`config.mk`:
```
export PLATFORM = sky130hd
export DESIGN_NAME = mem_port_arbiter
export DESIGN_NICKNAME = d
export VERILOG_FILES = /design/src/rtl/mem_port_arbiter.sv
export SDC_FILE = /design/constraint.sdc
export NUM_CORES = 1
export LEC_CHECK = 0
export ABC_AREA = 0
export CAP_MARGIN = 20
export CORE_MARGIN = 2
export CORE_UTILIZATION = 30
export DETAILED_ROUTE_END_ITERATION = 6
export PLACE_DENSITY = 0.75
export SLEW_MARGIN = 5
export SYNTH_ARGS = -nofsm -noshare
export SYNTH_HDL_FRONTEND = slang
export SYNTH_SLANG_ARGS = --single-unit
```
`constraint.sdc`:
```
create_clock -name clk -period 3.1 [get_ports clk]
set_input_delay 0.31 -clock clk [delete_from_list [all_inputs] [get_ports clk]]
set_output_delay 0.31 -clock clk [all_outputs]
set_load 0.02 [all_outputs]
```
`src/rtl/mem_port_arbiter.sv`:
```
// Two-port round-robin arbiter for the unified memory port: one transaction in
// flight at a time, with a response watchdog that synthesises error responses.
module mem_port_arbiter #(
   parameter int ADDR_W    = 32,
   parameter int DATA_W    = 32,
   parameter int TIMEOUT   = 64,
   parameter int ERR_CNT_W = 8
) (
   input  logic                 clk,
   input  logic                 reset,
   input  logic                 c0_req,
   input  logic                 c0_we,
   input  logic [ADDR_W-1:0]    c0_addr,
   input  logic [DATA_W-1:0]    c0_wdata,
   output logic                 c0_gnt,
   output logic                 c0_rvalid,
   output logic [DATA_W-1:0]    c0_rdata,
   output logic                 c0_err,
   input  logic                 c1_req,
   input  logic                 c1_we,
   input  logic [ADDR_W-1:0]    c1_addr,
   input  logic [DATA_W-1:0]    c1_wdata,
   output logic                 c1_gnt,
   output logic                 c1_rvalid,
   output logic [DATA_W-1:0]    c1_rdata,
   output logic                 c1_err,
   output logic                 mem_req,
   output logic                 mem_we,
   output logic [ADDR_W-1:0]    mem_addr,
   output logic [DATA_W-1:0]    mem_wdata,
   input  logic                 mem_ready,
   input  logic                 mem_rvalid,
   input  logic [DATA_W-1:0]    mem_rdata,
   output logic                 busy,
   output logic                 owner,
   output logic [ERR_CNT_W-1:0] err_count
);

   localparam bit                WDOG_EN  = (TIMEOUT != 0);
   localparam int                TMR_W    = (TIMEOUT > 2) ? $clog2(TIMEOUT) : 1;
   localparam logic [TMR_W-1:0]  TMR_LAST = TMR_W'(WDOG_EN ? TIMEOUT - 1 : 0);

   typedef enum logic [1:0] {IDLE, ISSUE, WAIT_RSP} state_t;

   state_t              state, state_nx;
   logic                prio;
   logic [TMR_W-1:0]    timer;
   logic                lat_we;
   logic [ADDR_W-1:0]   lat_addr;
   logic [DATA_W-1:0]   lat_wdata;

   logic                any_req;
   logic                pick;
   logic                issue_done;
   logic                rsp_ok;
   logic                tmo;

   // With both ports requesting the preferred port wins, otherwise the lone requester.
   assign any_req    = c0_req | c1_req;
   assign pick       = (c0_req & c1_req) ? prio : c1_req;
   assign issue_done = (state == ISSUE) & mem_ready;
   assign rsp_ok     = (state == WAIT_RSP) & mem_rvalid;
   assign tmo        = WDOG_EN & (state == WAIT_RSP) & ~mem_rvalid & (timer == TMR_LAST);
   assign busy       = (state != IDLE);

   always_ff @(posedge clk or posedge reset) begin
      if (reset) state <= IDLE;
      else       state <= state_nx;
   end

   always_comb begin
      state_nx = state;
      case (state)
         IDLE:     if (any_req)       state_nx = ISSUE;
         ISSUE:    if (mem_ready)     state_nx = WAIT_RSP;
         WAIT_RSP: if (rsp_ok | tmo)  state_nx = IDLE;
         default:                     state_nx = IDLE;
      endcase
   end

   always_ff @(posedge clk or posedge reset) begin
      if (reset) begin
         prio      <= 1'b0;
         owner     <= 1'b0;
         timer     <= '0;
         err_count <= '0;
         lat_we    <= 1'b0;
         lat_addr  <= '0;
         lat_wdata <= '0;
      end else begin
         if ((state == IDLE) && any_req) begin
            owner     <= pick;
            lat_we    <= pick ? c1_we    : c0_we;
            lat_addr  <= pick ? c1_addr  : c0_addr;
            lat_wdata <= pick ? c1_wdata : c0_wdata;
         end
         if (issue_done) begin
            prio  <= ~owner;
            timer <= '0;
         end else if (state == WAIT_RSP) begin
            timer <= timer + TMR_W'(1);
         end
         if (tmo && (err_count != '1))
            err_count <= err_count + ERR_CNT_W'(1);
      end
   end

   // Responses and grants are combinational so the requester sees them in the memory's cycle.
   always_comb begin
      mem_req   = (state == ISSUE);
      mem_we    = 1'b0;
      mem_addr  = '0;
      mem_wdata = '0;
      if (state == ISSUE) begin
         mem_we    = lat_we;
         mem_addr  = lat_addr;
         mem_wdata = lat_wdata;
      end
      c0_gnt    = issue_done & ~owner;
      c1_gnt    = issue_done &  owner;
      c0_rvalid = (rsp_ok | tmo) & ~owner;
      c1_rvalid = (rsp_ok | tmo) &  owner;
      c0_err    = tmo & ~owner;
      c1_err    = tmo &  owner;
      c0_rdata  = (rsp_ok & ~owner) ? mem_rdata : '0;
      c1_rdata  = (rsp_ok &  owner) ? mem_rdata : '0;
   end

endmodule

```
Word level (Yosys, flattened, before mapping):

Cells that the tools add are included.

* word-level logic and storage cells: 55
* flip-flop bits (word level): 83
* output and inout port bits: 146
* input port bits: 168

* bitwise gates (word level): 17
* reductions and logical operators: 6
* muxes and demuxes: 15
* add/sub/neg operators: 2
* equality and inequality tests: 7

Operator list (count)
* $mux W32: 6
* $and A1 B1 Y1: 13
* $mux W6: 2
* $add A8 B1 Y8 const B: 1
* $ne A8 B8 Y1 const B: 1
* $add A6 B1 Y6 const B: 1
* $eq A6 B6 Y1 const B: 1
* $mux W2: 3
* $pmux W2 S3: 1
* $ne A2 B2 Y1 const B: 2
* $reduce_bool A2 Y1: 2
* $mux W1: 3
* $reduce_and A3 Y1: 1
* $eq A2 B1 Y1 const B: 1
* $eq A2 B2 Y1 const B: 1
* $logic_and A1 B1 Y1: 2
* $logic_not A2 Y1: 1
* $ne A2 B1 Y1 const B: 1
* $not A1 Y1: 2
* $or A1 B1 Y1: 2

Longest topological paths before layout:

Gate-level depths: netlist of run 1.

* depth after elaboration: 6
* gate-level depth with buffers: 6
* depth with buffers taken out: 5

Worst setup path after synthesis of run 1:

No wires, ideal clock.

* path type: register to output
* from: reg timer[0]
* to: out c0_rvalid
* buffers on the path: 0
* data arrival time: 1.554 ns
* stages on the path, launching flop included: 5
* slack: 1.236 ns
* data required time: 2.790 ns
* cell sequence: dfrtp_1 ha_1 nand4b_4 nor3_1 or2_2

* longest elaborated chain between the ends: 4

Ends and longest elaborated chain
* start: declaration: line 47 `logic [TMR_W-1:0] timer;`
* start signal: assignment: line 101 `timer <= timer + TMR_W'(1);`
* $eq A6 B6 Y1: line 63 `assign tmo = WDOG_EN & (state == WAIT_RSP) & ~mem_rvalid & (timer == TMR_LAST);`
* $and A1 B1 Y1: line 63
* $or A1 B1 Y1: line 121 `c0_rvalid = (rsp_ok | tmo) & ~owner;`
* $and A1 B1 Y1: line 121
* end: declaration: line 16 `output logic c0_rvalid,`

Every way passes these cells.

Worst setup path after layout of run 1:

* from: reg state[1]
* to: out c0_gnt

* longest elaborated chain between the ends: 3

Ends and longest elaborated chain
* start: declaration: line 45 `state_t state, state_nx;`
* start signal: assignment: line 68 `else state <= state_nx;`
* $eq A2 B1 Y1: line 61 `assign issue_done = (state == ISSUE) & mem_ready;`
* $and A1 B1 Y1: line 61
* $and A1 B1 Y1: line 119 `c0_gnt = issue_done & ~owner;`
* end: declaration: line 15 `output logic c0_gnt,`

Every way passes these cells.

==> results.json, run 1 <==
{
  "final_core_util": 0.5355,
  "place_area_sq_um": 8089,
  "antenna_found_initial": 0,
  "grt_pass1_wl_um": 22500,
  "worstSetupStartpointType": "flop",
  "slew_viol_final": 0,
  "worst_slack_ps": 451.8,
  "postCtsSetupBuffers": 0,
  "place_hpwl_um": 11520,
  "max-cap-violations": 0,
  "drt_first_pass_iters": 4,
  "setup-tns-final_ps": 0,
  "cts_resized": 0,
  "h-tree-depth": 3,
  "cts_tree": "yes",
  "status": "finished clean",
  "power.density_nw_per_um2": 786.5,
  "drt_iter0_drc": 141,
  "die_area_sq_um": 16860,
  "area_growth_pct": 76.41,
  "wl_met2_um": 7602,
  "rsz0062_at_grt": "no",
  "yosysSeqAreaShare": 0.4371,
  "vias": 4572,
  "p_leak_nw": 3.596,
  "drive_gt1_frac": 0.03832,
  "cp.required_ps": 2790,
  "fin_crit_sh": 0.8543,
  "synth.area.top_cells": "dfrtp_1 (44%), and2_1 (17%), mux2i_1 (14%)",
  "clk_latency_ps": 340,
  "worstSetupPathType": "flop to output port",
  "drc_errors": 0,
  "post-place-ws_ps": 667.8,
  "synth_ff_type": "dfrtp_1",
  "n_antenna_cell": 0,
  "place.gp.congestion": 0.7442,
  "cp_data_arrival_time_ps": 2340,
  "hold_path.class": "input pin to async pin",
  "final_cell_count_no_fill": 1025,
  "portBuffers": 313,
  "overflow": 0,
  "ys_ff_latch": 83,
  "avgSynthCellArea_sq_um": 9.354,
  "fin_crit_ps": 2648,
  "synth_area_leader_cell": "dfrtp_1",
  "coreArea_sq_um": 15660,
  "cts_buffers": 9,
  "synthArstFlopShare": 1.000,
  "finish.instance_area_sq_um": 8383,
  "ant_nets": 0,
  "cts_num_sinks": 83,
  "cts_buffer_depth": 2,
  "dr_wl_met3_um": 1596,
  "worstMarginPinSlew_ps": 775.4,
  "die_h_um": 129.9,
  "met1_length_um": 5455,
  "routedWlPerCell_um": 14.53,
  "cp_max_fo": 72,
  "hold_buffers": 0,
  "slew_headroom": 0.4830,
  "via_per_inst": 4.460,
  "synth_edf_count": 0,
  "nNetsFinal": 975,
  "rows": 46,
  "initial_utilization": 0.3035,
  "die_x_um": 129.9,
  "track_usage": 0.1733,
  "final-setup-viol-count": 0,
  "end_kind": "output port",
  "cts-root-buf": "clkbuf_16",
  "wl_um": 14900,
  "syn_inst": 508,
  "crit_path_top_delay_cell": "clkdlybuf4s50_1",
  "netlist_area_sq_um": 4752,
  "synth_top_area_frac": 0.4371,
  "worst_ir_drop_vdd_uv": 486.8,
  "synthDistinctLibCells": 36,
  "path_cells": "and2b_2 -> buf_12 -> nand2_1 -> nor2_1 -> clkdlybuf4s50_1",
  "ios": 314,
  "first_global_vias": 4273,
  "fmax_mhz": 377.6,
  "ys_warn_count": 0,
  "max_stage_delay_ps": 700,
  "synth.net_count": 678,
  "grt_max_degree": 81,
  "highest_layer": "met4",
  "hold_viol": 0,
  "placedCellCount": 1010,
  "critPathBufInv": 2,
  "cp_top_family": "buffers and inverters",
  "clk_pin_slew_worst_paths_ps": 60,
  "clock_skew_ps": 6.825,
  "p_total_mw": 6.593,
  "whs_ps": 381.2
}
-- worst paths after layout --
kind                                       to          from  cells past startpoint  slack (ps)
max in group asynchronous         lat_addr[9]         reset                      3        2020
worst max register to register   err_count[1]  err_count[0]                      4        1200
min in group clk                 err_count[6]  err_count[6]                      1         510
worst min-delay path            lat_wdata[24]         reset                      2         380
worst max-delay path                   c0_gnt      state[1]                      5         450
worst min register to register   err_count[6]  err_count[6]                      1         510
-- cells in the final DEF (no fill, tap or decap), types with 2 or more instances in the layout --
cell,instances
a21o_1,2
a21oi_1,71
and2_1,129
and3_1,6
buf_12,3
buf_4,6
clkbuf_16,9
clkdlybuf4s50_1,313
clkinv_2,2
dfrtp_1,83
ha_1,2
inv_1,4
mux2i_1,66
nand2_1,4
nand4_1,5
nor2_1,69
nor3_1,2
o31ai_1,2
or2_2,2
xnor2_1,6
xor2_1,3
-- worst reg2reg max path, stage by stage (launching register included) --
cell,delay [ps]
dfrtp_1,460
ha_1,240
and3_1,250
a311oi_4,480
mux2_1,360
-- cells by family after synthesis --
family	after synthesis	share of synthesized area
and+or+nand+nor	224	0.2612
DFF	83	0.4371
AOI/OAI and AO/OA	82	0.09452
muxes	67	0.1414
buffers and inverters	41	0.04397
xor gates and xnor gates	9	0.01659
adders and majority gates	2	0.005265
-- synthesized netlist by cell type (3+ instances only) --
cell      instances
and3_1            6
buf_2            14
clkbuf_1          8
clkbuf_2          6
nand2_1           4
a21oi_1          71
buf_4             7
dfrtp_1          83
inv_1             5
and2_1          129
xnor2_1           6
mux2i_1          66
nor2_1           69
xor2_1            3
nand4_1           5
-- sequential cells by signal, indices dropped and copies added (netlist names) --
name / count
prio: 1
state: 2
lat_wdata: 32
lat_addr: 32
timer: 6
owner: 1
err_count: 8
lat_we: 1
-- final cells by class --
| class | instances | area (sq um) |
|---|---|---|
| timing repair buffer | 322 | 3238 |
| tap | 216 | 270.3 |
| clock buffer | 11 | 242.7 |
| clock inverter | 4 | 51.30 |
| inverter | 5 | 20.02 |
| sequential | 83 | 2077 |
| multi-input combinational | 384 | 2484 |
| fill | 1498 | 7272 |
-- routing by layer --
layer	global-route usage	up-vias
met5	0	-
met4	0.06009	0
met3	0.06642	17
met2	0.3126	208
met1	0.1852	2062
li1	-	2285
-- power breakdown --
group	leakage [nW]	total, mW	switching, mW	internal, mW
combinational	2.50	3.75	1.96	1.78
sequential	0.957	1.76	0.222	1.54
clock	0.142	1.08	0.439	0.642
Power figures use the tool's default switching activity.
==> run 2: changes to the inputs <==
CAP_MARGIN = default   (was 20)
==> results of run 2 <==
Same layout as run 1: the final DEF is identical, and so are final timing and power.
==> run 3: changes to the inputs <==
CAP_MARGIN = 20   (was default)
==> results of run 3 <==
Same layout as run 1: the final DEF is identical, and so are final timing and power.
